## config.mk

```make
export PLATFORM = sky130hd
export DESIGN_NAME = load_mem_unit
export DESIGN_NICKNAME = d
export VERILOG_FILES = /design/src/rtl/load_mem_unit.sv
export SDC_FILE = /design/constraint.sdc
export NUM_CORES = 1
export LEC_CHECK = 0
export CELL_PAD_IN_SITES_DETAIL_PLACEMENT = 1
export CELL_PAD_IN_SITES_GLOBAL_PLACEMENT = 1
export CORE_MARGIN = 2
export CORE_UTILIZATION = 40
export CTS_CLUSTER_DIAMETER = 30
export DETAILED_ROUTE_END_ITERATION = 10
export DONT_BUFFER_PORTS = 1
export GPL_ROUTABILITY_DRIVEN = 0
export GPL_TIMING_DRIVEN = 0
export PLACE_DENSITY_LB_ADDON = 0.08
export SETUP_SLACK_MARGIN = 0.15
export SYNTH_ARGS = -nofsm -noshare
export SYNTH_HDL_FRONTEND = slang
export SYNTH_SLANG_ARGS = --single-unit
```

## constraint.sdc

```tcl
create_clock -name clk_i -period 1.5 [get_ports clk_i]
set_input_delay 0.375 -clock clk_i [delete_from_list [all_inputs] [get_ports clk_i]]
set_output_delay 0.375 -clock clk_i [all_outputs]
set_load 0.05 [all_outputs]
```

## src/rtl/load_mem_unit.sv

```systemverilog
// load_mem_unit: single-outstanding load pipeline stage behind the load data
// queue. Issues one word read per load, extracts/extends the addressed
// byte/halfword/word and hands the result to writeback. Misaligned loads skip
// memory and complete with an exception flag.
module load_mem_unit #(
    parameter int LDQ_IDX_W = 4,
    parameter int PREG_W    = 6
) (
    input  logic                 clk_i,
    input  logic                 rst_i,
    input  logic                 ld_vld_i,
    input  logic [31:0]          ld_addr_i,
    input  logic [LDQ_IDX_W-1:0] ld_ldq_idx_i,
    input  logic [2:0]           ld_funct3_i,
    input  logic [PREG_W-1:0]    ld_prd_i,
    output logic                 ld_rdy_o,
    output logic                 mem_req_vld_o,
    output logic [31:0]          mem_req_addr_o,
    input  logic                 mem_req_rdy_i,
    input  logic                 mem_rsp_vld_i,
    input  logic [31:0]          mem_rsp_data_i,
    output logic                 wb_vld_o,
    output logic [31:0]          wb_data_o,
    output logic [PREG_W-1:0]    wb_prd_o,
    output logic [LDQ_IDX_W-1:0] wb_ldq_idx_o,
    output logic                 wb_misalign_o,
    input  logic                 wb_rdy_i,
    input  logic                 flush_i
);

    typedef enum logic [2:0] {
        ST_IDLE  = 3'd0,
        ST_REQ   = 3'd1,
        ST_WAIT  = 3'd2,
        ST_WB    = 3'd3,
        ST_DRAIN = 3'd4
    } state_t;

    state_t                 state_r;
    state_t                 state_next_s;
    logic [31:0]            addr_r;
    logic [2:0]             funct3_r;
    logic [PREG_W-1:0]      prd_r;
    logic [LDQ_IDX_W-1:0]   idx_r;
    logic [31:0]            data_r;
    logic                   misalign_r;
    logic                   accept_s;

    // Size is encoded in funct3[1:0]: 00 byte, 01 half, anything else is
    // handled as a word (this also covers the undefined encodings).
    function automatic logic is_misaligned(input logic [2:0] f3, input logic [1:0] lane);
        logic mis;
        case (f3[1:0])
            2'b00:   mis = 1'b0;
            2'b01:   mis = lane[0];
            default: mis = (lane != 2'b00);
        endcase
        return mis;
    endfunction

    // Select the addressed lane and sign/zero extend; funct3[2] set means unsigned.
    function automatic logic [31:0] extract_load(input logic [31:0] word,
                                                 input logic [2:0]  f3,
                                                 input logic [1:0]  lane);
        logic [7:0]  byte_v;
        logic [15:0] half_v;
        logic [31:0] res;
        byte_v = word[{lane, 3'b000} +: 8];
        half_v = word[{lane[1], 4'b0000} +: 16];
        case (f3[1:0])
            2'b00:   res = {{24{~f3[2] & byte_v[7]}}, byte_v};
            2'b01:   res = {{16{~f3[2] & half_v[15]}}, half_v};
            default: res = word;
        endcase
        return res;
    endfunction

    assign ld_rdy_o       = (state_r == ST_IDLE) && !flush_i && !rst_i;
    assign accept_s       = ld_vld_i && ld_rdy_o;
    assign mem_req_vld_o  = (state_r == ST_REQ);
    assign mem_req_addr_o = {addr_r[31:2], 2'b00};
    assign wb_vld_o       = (state_r == ST_WB);
    assign wb_data_o      = data_r;
    assign wb_prd_o       = prd_r;
    assign wb_ldq_idx_o   = idx_r;
    assign wb_misalign_o  = misalign_r;

    // State register; reset drops any in-flight load immediately.
    always_ff @(posedge clk_i) begin
        if (rst_i) begin
            state_r <= ST_IDLE;
        end else begin
            state_r <= state_next_s;
        end
    end

    // Next-state logic including flush squash and drain of an issued read.
    always_comb begin
        state_next_s = state_r;
        case (state_r)
            ST_IDLE: begin
                if (accept_s) begin
                    if (is_misaligned(ld_funct3_i, ld_addr_i[1:0])) begin
                        state_next_s = ST_WB;
                    end else begin
                        state_next_s = ST_REQ;
                    end
                end else begin
                    state_next_s = ST_IDLE;
                end
            end
            ST_REQ: begin
                if (flush_i) begin
                    // A request already handed to memory must have its response drained.
                    state_next_s = mem_req_rdy_i ? ST_DRAIN : ST_IDLE;
                end else if (mem_req_rdy_i) begin
                    state_next_s = ST_WAIT;
                end else begin
                    state_next_s = ST_REQ;
                end
            end
            ST_WAIT: begin
                if (flush_i) begin
                    state_next_s = mem_rsp_vld_i ? ST_IDLE : ST_DRAIN;
                end else if (mem_rsp_vld_i) begin
                    state_next_s = ST_WB;
                end else begin
                    state_next_s = ST_WAIT;
                end
            end
            ST_WB: begin
                if (flush_i || wb_rdy_i) begin
                    state_next_s = ST_IDLE;
                end else begin
                    state_next_s = ST_WB;
                end
            end
            ST_DRAIN: begin
                if (mem_rsp_vld_i) begin
                    state_next_s = ST_IDLE;
                end else begin
                    state_next_s = ST_DRAIN;
                end
            end
            default: begin
                state_next_s = ST_IDLE;
            end
        endcase
    end

    // Load context captured on accept; result data captured on response.
    always_ff @(posedge clk_i) begin
        if (rst_i) begin
            addr_r     <= 32'h0000_0000;
            funct3_r   <= 3'b000;
            prd_r      <= '0;
            idx_r      <= '0;
            data_r     <= 32'h0000_0000;
            misalign_r <= 1'b0;
        end else if (accept_s) begin
            addr_r     <= ld_addr_i;
            funct3_r   <= ld_funct3_i;
            prd_r      <= ld_prd_i;
            idx_r      <= ld_ldq_idx_i;
            data_r     <= 32'h0000_0000;
            misalign_r <= is_misaligned(ld_funct3_i, ld_addr_i[1:0]);
        end else if ((state_r == ST_WAIT) && mem_rsp_vld_i && !flush_i) begin
            data_r     <= extract_load(mem_rsp_data_i, funct3_r, addr_r[1:0]);
        end else begin
            data_r     <= data_r;
        end
    end

endmodule

```

Word-level counts from Yosys, hierarchy flattened --
Cells that the tools add are included.
Word-level totals: flip-flop bits (word level) 81, output and inout port bits 78, bits of input ports 84, word-level logic and storage cells 45
Cells by class: reduce and logical (&&, ||, !) cells 13, shift-type cells 2, eq/ne operators 6, bitwise gates (word level) 3, mux-type cells 14
Operators with widths (count):
- 32-bit one-hot mux with 2 select lines | 1
- 32-bit by 6-bit variable part select with 16-bit output | 1
- 32-bit by 6-bit variable part select with 8-bit output | 1
- 3-bit two-way mux | 5
- 3-bit one-hot mux with 5 select lines | 1
- 3-bit by 2-bit equality test with 1-bit output, second input constant | 2
- 2-bit two-way mux | 3
- 1-bit logical AND | 5
- 2-bit by 1-bit equality test with 1-bit output, second input constant | 2
- 2-bit zero test | 2
- 3-bit by 1-bit equality test with 1-bit output, second input constant | 1
- 3-bit equality test, second input constant | 1
- 3-bit zero test | 1
- 1-bit two-way mux | 3
- 1-bit AND | 2
- 1-bit zero test | 2
- 1-bit one-hot mux with 2 select lines | 1
- 2-bit nonzero test | 1
- 2-bit OR reduction | 1
- 1-bit logical OR | 1
- 1-bit inverter | 1

Depth between registers and ports, before layout --
Gate-level depths: netlist (run 1).
word-level depth 9, depth in mapped cells 7, mapped depth without buffers 4

Worst setup path after synthesis (run 1) --
No wires, ideal clock.
path type reg-to-reg, from register state_r[0], to register state_r[0], setup slack -0.778 ns, buffers on the path 0, data required time 1.426 ns, data arrival time 2.204 ns, cell stages (with the launch flop) 5, period minus slack after synthesis 2.278 ns, library setup time 0.074 ns, path through dfxtp_1 nor3b_1 nor2b_1 o21bai_1 a31oi_1
Between the ends: elaborated cells between the ends (all ways) 10, those cells by class eq/ne: 4; mux: 2; reduce/logical: 4
RTL lines:
- from (decl) | line 39 | state_t state_r;
- from (signal assigned) | line 93 | state_r <= state_next_s;
- 3-bit by 1-bit equality test with 1-bit output
- named net mem_req_vld_o | line 17 | output logic mem_req_vld_o,
- 3-bit one-hot mux with 5 select lines | line 100 | case (state_r)
The timed path passes the listed nets, and every way through them passes these cells. A chain may end at the register's enable or synchronous reset.

Worst setup path in the final report (run 1) --
from register state_r[2], to output port ld_rdy_o
Between the ends: cells in the longest elaborated chain, start to end 3
Ends and longest elaborated chain:
- 3-bit zero test | line 78 | assign ld_rdy_o = (state_r == ST_IDLE) && !flush_i && !rst_i;
- 1-bit logical AND (2 in series) | line 78
- to (decl) | line 16 | output logic ld_rdy_o,
No other way between the ends.

==> impl_metrics.csv, run 1 <==
group,metric,value,unit
clock_tree,clk_pin_slew,0.08,ns
floorplanning,num_rows,35,
synth,synth_top_area_share,42.74,%
floorplanning,die_x,101.4,µm
global_route,grt_pass1_wl,19700,µm
synth,synth_ff_type,"dfxtp_1",
cells_and_area,area_delta_synth_final,47.96,%
cells_and_area,n_antenna_cell,0,
worst_setup_path,critical_path_class,"reg2out",
routing,drt_pass1_iterations,4,
worst_setup_path,crit_fanout,4,
synth,avgSynthCellArea,8.072,µm²
clock_tree,cts_buffers,9,
floorplanning,die-area,0.01028,mm²
clock_tree,clk_latency,0.36,ns
synth,synth_cell_types,39,
sta,hold_viol_final,0,
global_route,antenna_found_initial,0,
sta,setup-violations-final,83,
routing,ant_nets,0,
synth,synth.area.top_cells,"dfxtp_1 (43%), nand2_1 (12%), a21oi_1 (9.5%)",
worst_setup_path,endpoint_kind,"primary output",
floorplanning,start_util,41.06,%
cells_and_area,fin_area,0.005613,mm²
status,status,"finished with violations",
clock_tree,clockBufferDepth,2,
place,place_area,0.004161,mm²
global_route,grt_pass1_vias,3678,
sta,worst_pin_slew,0.7301,ns
synth,yosysWarnings,0,
synth,synth-edff-count,0,
synth,ys_seq_elements,81,
clock_tree,cts_hold_buf,0,
sta,fmax,0.5445,GHz
routing,drt-wirelength-per-cell,20.56,µm
global_route,grt_max_degree,14,
worst_setup_path,worstSetupStartpointType,"flip-flop",
sta,final_max_slew_viol_count,0,
synth,synth_most_common_cell,"nand2_1",
worst_setup_path,required,1.12,ns
synth,syn_inst,470,
floorplanning,core,0.009240,mm²
routing,drc,0,
cells_and_area,seq_area,0.001684,mm²
pwr,finalPower,5.072,mW
floorplanning,chipHeight,101.4,µm
place,post-dp-hpwl,8539,µm
clock_tree,cts_root_buf,"clkbuf_8",
global_route,overflow,0,
clock_tree,cts_tree,"done",
cells_and_area,drive_gt1_share,55.81,%
pwr,ir_worst_vdd,527.9,µV
cells_and_area,multi_input_area,0.002344,mm²
sta,finalCritPeriodShare,122.4,%
sta,slew_headroom,51.33,%
routing,viasPerCell,5.427,
place,place_ws,-0.3438,ns
min_path,holdCritPathClass,"in2reg",
routing,vias,3549,
synth,yosysTopAreaCell,"dfxtp_1",
synth,seq_area_frac_synth,42.74,%
synth,async_reset_ff_share,0,%
synth,syn_area,0.003794,mm²
place,portBuffers,0,
clock_tree,htreeDepth,3,
worst_setup_path,cp.arrival,1.46,ns
global_route,grt_usage,25.00,%
clock_tree,clock_sinks,81,
status,violations,"negative setup slack",
pwr,leakagePower,2.248,nW
pwr,p_per_area,903.6,mW/mm²
job,drv_cap,0,
sta,fin_crit,1.836,ns
routing,routed_wl,13450,µm
synth,synth_commonest_cells,"nand2_1 (120), dfxtp_1 (81), a21oi_1 (72)",
floorplanning,pin_count,162,
cells_and_area,nFillCells,1020,
cells_and_area,layout.nets,604,
sta,rsz0062_at_grt,"yes",
routing,drt_iter0_markers,71,
sta,fin_skew,0.009173,ns
sta,setup_slack,-0.3364,ns
==> report_power, final <==
group	switching (mW)	internal (mW)	total, mW
sequential	0.105	2.20	2.31
combinational	0.467	0.345	0.812
clock	0.843	1.11	1.95
==> logic make-up (layout without fill, tap and decap cells) <==
group | Yosys count | after routing | share of synthesized area, %
other | 1 | 2 | 0.09885
buffers and inverters | 78 | 132 | 12.53
AO/OA/AOI/OAI | 139 | 139 | 21.74
AND/OR/NAND/NOR | 152 | 152 | 17.55
flip-flops | 81 | 81 | 42.74
multiplexers | 19 | 19 | 5.343
==> metal layers <==
| layer | track usage, % | vias to the layer above | wire length, µm |
|---|---|---|---|
| met5 | 0 | - | 0 |
| met4 | 9.044 | 0 | 292 |
| met3 | 7.937 | 28 | 984 |
| met2 | 44.07 | 116 | 7077 |
| met1 | 28.31 | 1738 | 5091 |
| li1 | - | 1667 | - |
==> per-stage QoR <==
stage	cells	TNS, ns	util (%)	hold WS, ns
floorplan	471	0	-	0.4367
global placement	600	-4.777	45.04	0.4422
detailed placement	600	-7.009	45.04	0.4499
CTS	647	-12.10	55.41	0.08974
global route	654	-20.46	60.74	0.09240
finish	654	-16.27	60.74	0.09116
==> layout by cell type, fill, tap and decap left out, types with 6 or more instances in the layout <==
cell | netlist | final
a211oi_2 | 0 | 6
a21oi_1 | 72 | 18
a21oi_2 | 2 | 53
a221o_1 | 7 | 7
buf_12 | 0 | 12
buf_4 | 33 | 44
buf_6 | 6 | 19
clkbuf_1 | 17 | 8
clkbuf_2 | 3 | 6
clkbuf_8 | 0 | 13
dfxtp_1 | 81 | 35
dfxtp_2 | 0 | 44
inv_1 | 11 | 11
mux2i_1 | 18 | 17
nand2_1 | 120 | 73
nand2_2 | 1 | 16
nand2_4 | 0 | 32
nor2_1 | 11 | 11
o21ai_0 | 28 | 11
o21ai_1 | 1 | 13
o22ai_1 | 9 | 9
==> flip-flops by register name, indices dropped and copies added (netlist names) <==
| register | flops |
|---|---|
| funct3_r | 3 |
| addr_r | 32 |
| wb_prd_o | 6 |
| wb_misalign_o | 1 |
| wb_data_o | 32 |
| state_r | 3 |
| wb_ldq_idx_o | 4 |
==> path summary, 6_finish.rpt <==
check                 from            end  slack, ns  cells past startpoint
max             state_r[2]       ld_rdy_o      -0.34                      2
min          mem_rsp_vld_i     state_r[2]       0.09                      1
max reg2reg     state_r[2]  wb_data_o[15]      -0.26                      8
min reg2reg     addr_r[21]     addr_r[21]       0.46                      2
==> final cells by class <==
class	count	area share, %
well taps	129	2.876
plain buffers	67	10.99
inverters	11	0.7356
clock inverters	5	1.850
repair buffers	38	9.452
flip-flops and latches	81	30.00
clock buffers	11	2.341
multi-input cells	312	41.75
==> repair_timing <==
action                     in CTS  in global routing
resized for setup             145                116
setup buffers                  22                  7
cloned                          9                  0
pin swaps                      43                 65
setup endpoints to repair     127                 84
==> critical path: stages, from the launching register on <==
cell     delay (ns)
dfxtp_4        0.37
nor4_4         0.32
nor2b_4        0.41
Note: power is estimated with default switching activity, not from simulation.
==> run 2: changes to the inputs <==
- CORE_UTILIZATION: 40 -> 44
- clock period: 1.5 -> 1.9 ns (I/O delays scaled with it)
==> run 2 against run 1 <==
  * The flow now finishes without violations
  * Routed wire length shrank 17%
  * Die area shrank 8.7%
  * Power shrank 28%
  * Core utilization shrank 8.8 points
  * Critical endpoint unchanged
  * Critical path depth is the same
  * Non-clock buffer count shrank 30
  * Worst hold slack gained 0.13 ns
  * Sequential cell count is the same
  * Cell area shrank 23%
  * Sequential share of layout area grew 7.8 points
  * First-iteration DRC count grew 31%
==> impl_metrics.csv, run 2 (synthesis gave the netlist of run 1 again) <==
group,metric,value,unit
cells_and_area,final_util,51.97,%
cells_and_area,layout_common_cells,"nand2_1 (120), dfxtp_1 (77), a21oi_1 (72), buf_4 (42), o21ai_0 (28)",
clock_tree,clk_pin_slew,0.08,ns
worst_setup_path,cp.arrival,1.36,ns
global_route,met2_usage,40.54,%
pwr,comb_power_share,12.2,%
cells_and_area,fin_area,0.004313,mm²
clock_tree,cts_tree,"done",
sta,rsz0062_at_grt,"yes",
worst_setup_path,cpMaxStageDelayCell,"nor2b_4",
global_route,overflow,0,
worst_setup_path,crit_chain,"nor4_4 > nor2b_4",
routing,routed_wl,11110,µm
worst_setup_path,critical_path_class,"reg2out",
pwr,intPower,2.666,mW
floorplanning,core,0.008299,mm²
routing,drt_iter0_markers,93,
pwr,p_clk_share,37.9,%
place,place_area,0.003941,mm²
pwr,power_frac_seq,49.9,%
floorplanning,pin_count,162,
status,status,"complete, no violations",
sta,setup-violations-final,0,
floorplanning,num_rows,33,
clock_tree,clk_latency,0.35,ns
floorplanning,die_x,96.86,µm
routing,ant_nets,0,
global_route,grt_pass1_vias,3521,
sta,worst_pin_slew,0.6257,ns
sta,finalCritPeriodShare,96.50,%
worst_setup_path,cpLargestDelayFamily,"simple AND/OR/NAND/NOR gates",
global_route,grt-busiest-layer,"met2",
floorplanning,chipHeight,96.86,µm
worst_setup_path,required,1.42,ns
global_route,grt_pass1_wl,18140,µm
clock_tree,htreeDepth,3,
global_route,grtUsageMet3,10.04,%
routing,drt-wirelength-per-cell,18.55,µm
cells_and_area,n_antenna_cell,0,
worst_setup_path,critical_path.max_stage_delay,0.38,ns
global_route,met1_usage,26.15,%
global_route,grt_max_degree,13,
worst_setup_path,crit_fanout,4,
global_route,grt_usage,23.64,%
clock_tree,clock_sinks,81,
pwr,p_per_area,844.8,mW/mm²
clock_tree,clockBufferDepth,2,
floorplanning,start_util,45.71,%
min_path,holdCritPathClass,"in2reg",
clock_tree,cts_root_buf,"clkbuf_8",
clock_tree,cts_buffers,9,
job,drv_cap,0,
worst_setup_path,endpoint_kind,"primary output",
sta,slew_headroom,58.24,%
cells_and_area,final_common_cell,"nand2_1",
global_route,antenna_found_initial,0,
pwr,leakagePower,1.655,nW
routing,vias,3294,
place,post-dp-hpwl,8325,µm
worst_setup_path,path_buf_inv,0,
pwr,p_sw,977.1,µW
cells_and_area,area_delta_synth_final,13.69,%
sta,fmax,0.5454,GHz
clock_tree,cts_hold_buf,0,
worst_setup_path,worstSetupStartpointType,"flip-flop",
cells_and_area,drive_gt1_share,20.65,%
floorplanning,die-area,0.009381,mm²
pwr,switching_share,26.82,%
routing,viasPerCell,5.499,
cells_and_area,layout.nets,574,
sta,hold_viol_final,0,
sta,final_max_slew_viol_count,0,
place,portBuffers,0,
routing,drc,0,
sta,fin_skew,0.01111,ns
pwr,ir_worst_vdd,340.8,µV
sta,fin_crit,1.833,ns
routing,drt_pass1_iterations,4,
run 2: cell count changes in the layout (fill, tap and decap cells not counted), sizes merged:
| cell | before | now |
|---|---|---|
| buf | 85 | 57 |
| bufinv | 3 | 2 |
| clkbuf | 31 | 30 |
| clkinv | 2 | 1 |
run 2: through the flow:
| stage | setup TNS (ns) | hold slack (ns) | std cells | setup WS, ns | power [mW] |
|---|---|---|---|---|---|
| detailed placement | 0 | 0.4514 | 576 | 0.008223 | 2.283 |
| CTS | 0 | 0.2067 | 593 | 0.007475 | 3.665 |
| global route | -0.007196 | 0.2119 | 599 | -0.007196 | 3.799 |
| finish | 0 | 0.2235 | 599 | 0.06655 | 3.644 |
| global placement | 0 | 0.4419 | 576 | 0.03989 | 2.270 |
| floorplan | 0 | 0.4367 | 471 | 0.1683 | 2.208 |
run 2: timing repair:
item,4_1_cts,5_1_grt
hold endpoints to repair,0,0
pin swaps,3,4
resized for setup,14,29
buffers inserted,2,6
setup endpoints to repair,28,66
run 2: path summary, 6_finish.rpt:
kind / slack, ns / start / cells past startpoint / to
worst min register to register: 0.46 / addr_r[27] / 2 / addr_r[27]
worst min-delay path: 0.22 / mem_rsp_vld_i / 1 / state_r[2]
worst max register to register: 0.22 / state_r[2] / 5 / wb_data_o[9]
worst max-delay path: 0.07 / state_r[2] / 2 / ld_rdy_o
run 2: layout make-up:
class / instances / area [µm²]
fillers: 1024 / 3986
multi-input cells: 312 / 1774
well taps: 105 / 131.4
plain buffers: 67 / 460.4
clock inverters: 3 / 65.06
flip-flops and latches: 81 / 1632
inverters: 11 / 41.29
clock buffers: 12 / 145.1
repair buffers: 8 / 63.81
run 2: routing by layer:
| layer | up-vias | wire length [µm] |
|---|---|---|
| met3 | 18 | 1063 |
| met2 | 120 | 5546 |
| li1 | 1605 | - |
| met4 | 0 | 184 |
| met5 | - | 0 |
| met1 | 1551 | 4318 |
run 2: power by group through the flow:
stage / registers [mW] / clock network (mW) / logic [mW]
after floorplan: 1.85 / 0 / 0.358
after global placement: 1.86 / 0 / 0.413
after detailed placement: 1.86 / 0 / 0.424
after CTS: 1.82 / 1.41 / 0.435
after global routing: 1.82 / 1.49 / 0.486
final: 1.82 / 1.38 / 0.445
run 2: worst reg2reg max path, delay by kind of cell (launching register included):
kind	cells	cell delay (ns)
and+or+nand+nor	2	0.50
DFF	1	0.37
AOI/OAI and AO/OA	2	0.55
buffers and inverters	1	0.14
==> run 3: changes to the inputs <==
- GPL_TIMING_DRIVEN: 0 -> 1
- MAX_ROUTING_LAYER: not set -> met4
- SLEW_MARGIN: not set -> 20
==> run 3 against run 2 <==
  * The flow now finishes with violations (negative setup slack)
  * Setup slack worse by 0.14 ns
  * Critical endpoint unchanged
  * Combinational power is 11% lower
  * Die area unchanged
  * Highest routed layer unchanged
  * Largest cell class unchanged
  * Register-to-register slack lost 0.22 ns
  * Largest power group unchanged
  * Cell count is 8.2% lower
  * Global-route usage is 1.4 points lower
==> impl_metrics.csv, run 3 (synthesis gave the netlist of run 1 again) <==
group,metric,value,unit
floorplanning,chipHeight,96.86,µm
floorplanning,die-area,0.009381,mm²
pwr,switching_share,28.73,%
sta,finalCritPeriodShare,104.0,%
pwr,leakagePower,1.733,nW
place,place_ws,0.008153,ns
place,dp_cells,526,
worst_setup_path,cp.arrival,1.50,ns
cells_and_area,layoutNonFillerInstCount,550,
floorplanning,num_rows,33,
routing,vias,3216,
routing,top_layer_used,"met4",
cells_and_area,nFillCells,942,
min_path,holdCritPathClass,"in2reg",
clock_tree,clk_pin_slew,0.08,ns
routing,drt-wirelength-per-cell,20.46,µm
pwr,p_clk_share,34.9,%
routing,routed_wl,11250,µm
global_route,grt_pass1_vias,3183,
clock_tree,cts_buffers,9,
worst_setup_path,worstSetupStartpointType,"flip-flop",
floorplanning,start_util,45.71,%
worst_setup_path,critical_path_class,"reg2out",
pwr,p_per_area,778.8,mW/mm²
clock_tree,cts_hold_buf,0,
worst_setup_path,endpoint_kind,"primary output",
sta,setup-violations-final,2,
status,violations,"negative setup slack",
global_route,grt_max_degree,51,
status,status,"finished with violations",
clock_tree,clockBufferDepth,2,
routing,ant_nets,0,
clock_tree,cts_tree,"done",
cells_and_area,multi_input_area,0.002183,mm²
floorplanning,die_x,96.86,µm
sta,fmax,0.5059,GHz
global_route,antenna_found_initial,0,
pwr,ir_worst_vdd,382.2,µV
place,post-dp-hpwl,7463,µm
routing,drt_pass1_iterations,4,
sta,rsz0062_at_grt,"yes",
pwr,intPower,2.510,mW
sta,final_max_slew_viol_count,0,
global_route,grt_pass1_wl,16480,µm
clock_tree,clock_sinks,81,
sta,slew_headroom,54.46,%
cells_and_area,drive_gt1_share,31.46,%
cells_and_area,final_common_cell,"nand2_1",
pwr,comb_power_share,11.2,%
cells_and_area,layout_common_cells,"nand2_1 (80), dfxtp_1 (78), a21oi_2 (40), nand2_4 (34), a21oi_1 (32)",
cells_and_area,area_delta_synth_final,19.20,%
floorplanning,pin_count,162,
global_route,grt_usage,22.27,%
clock_tree,htreeDepth,3,
sta,hold_viol_final,0,
clock_tree,clk_latency,0.35,ns
sta,worst_pin_slew,0.6816,ns
place,portBuffers,0,
worst_setup_path,crit_fanout,2,
global_route,overflow,0,
routing,wl_met2,5655,µm
routing,drt_iter0_markers,96,
routing,met3WireLength,915,µm
floorplanning,core,0.008299,mm²
worst_setup_path,required,1.42,ns
sta,setup_slack,-0.07656,ns
sta,fin_crit,1.977,ns
cells_and_area,seq_area,0.001628,mm²
pwr,p_sw,1.012,mW
cells_and_area,n_antenna_cell,0,
sta,fin_skew,0.01442,ns
routing,viasPerCell,5.847,
clock_tree,cts_root_buf,"clkbuf_8",
routing,drc,0,
pwr,power_frac_seq,53.9,%
job,drv_cap,0,
routing,wl_met1,4446,µm
cells_and_area,layout.nets,525,
==> run 3: worst paths after layout <==
check / from / to / slack (ns) / depth (start not counted)
setup reg to reg: state_r[1] / wb_prd_o[5] / 0 / 9
hold / removal: rst_i / addr_r[11] / 0.19 / 1
setup / recovery: state_r[1] / ld_rdy_o / -0.08 / 3
hold reg to reg: funct3_r[2] / funct3_r[2] / 0.51 / 2
==> run 3: what timing repair did <==
action / CTS / global route
pin swaps: 2 / 35
resized for setup: 6 / 130
buffers inserted: 1 / 4
setup endpoints to repair: 32 / 57
gates cloned: 0 / 4
==> run 3: power groups by stage <==
stage	registers (mW)	clock network, mW	logic (mW)
detailed placement	1.94	0	0.288
global route	1.90	1.31	0.428
CTS	1.90	1.26	0.293
global placement	1.94	0	0.277
floorplan	1.85	0	0.358
finish	1.90	1.23	0.394
==> run 3: worst max-delay path, stage by stage, from the launching register on <==
cell and delay [ns]:
dfxtp_2 0.34, nor4_4 0.32, buf_4 0.17, nor2b_4 0.32
==> run 3: metrics by stage <==
| step | setup TNS (ns) | instance area (µm²) | total power [mW] | hold slack, ns | util, % |
|---|---|---|---|---|---|
| 2_1_floorplan | 0 | 3810 | 2.208 | 0.4367 | - |
| 3_3_place_gp | 0 | 3674 | 2.216 | 0.4894 | 44.26 |
| 3_5_place_dp | 0 | 3674 | 2.228 | 0.4929 | 44.26 |
| 4_1_cts | -0.04096 | 3879 | 3.454 | 0.1731 | 46.74 |
| 5_1_grt | -0.7327 | 4522 | 3.646 | 0.1705 | 54.49 |
| 6_report | -0.08033 | 4522 | 3.522 | 0.1930 | 54.49 |
==> run 3: cell type report <==
cell class / count / area share [%]
Sequential cell: 81 / 36.00
Clock inverter: 6 / 1.328
Timing Repair Buffer: 26 / 7.831
Inverter: 11 / 0.9131
Tap cell: 105 / 2.905
Clock buffer: 9 / 2.739
Multi-Input combinational cell: 312 / 48.28
==> run 3: routing by layer <==
layer,global-route usage [%],up-vias
met5,-,-
met1,25.18,1571
li1,-,1514
met2,36.70,112
met3,7.514,19
met4,8.126,0
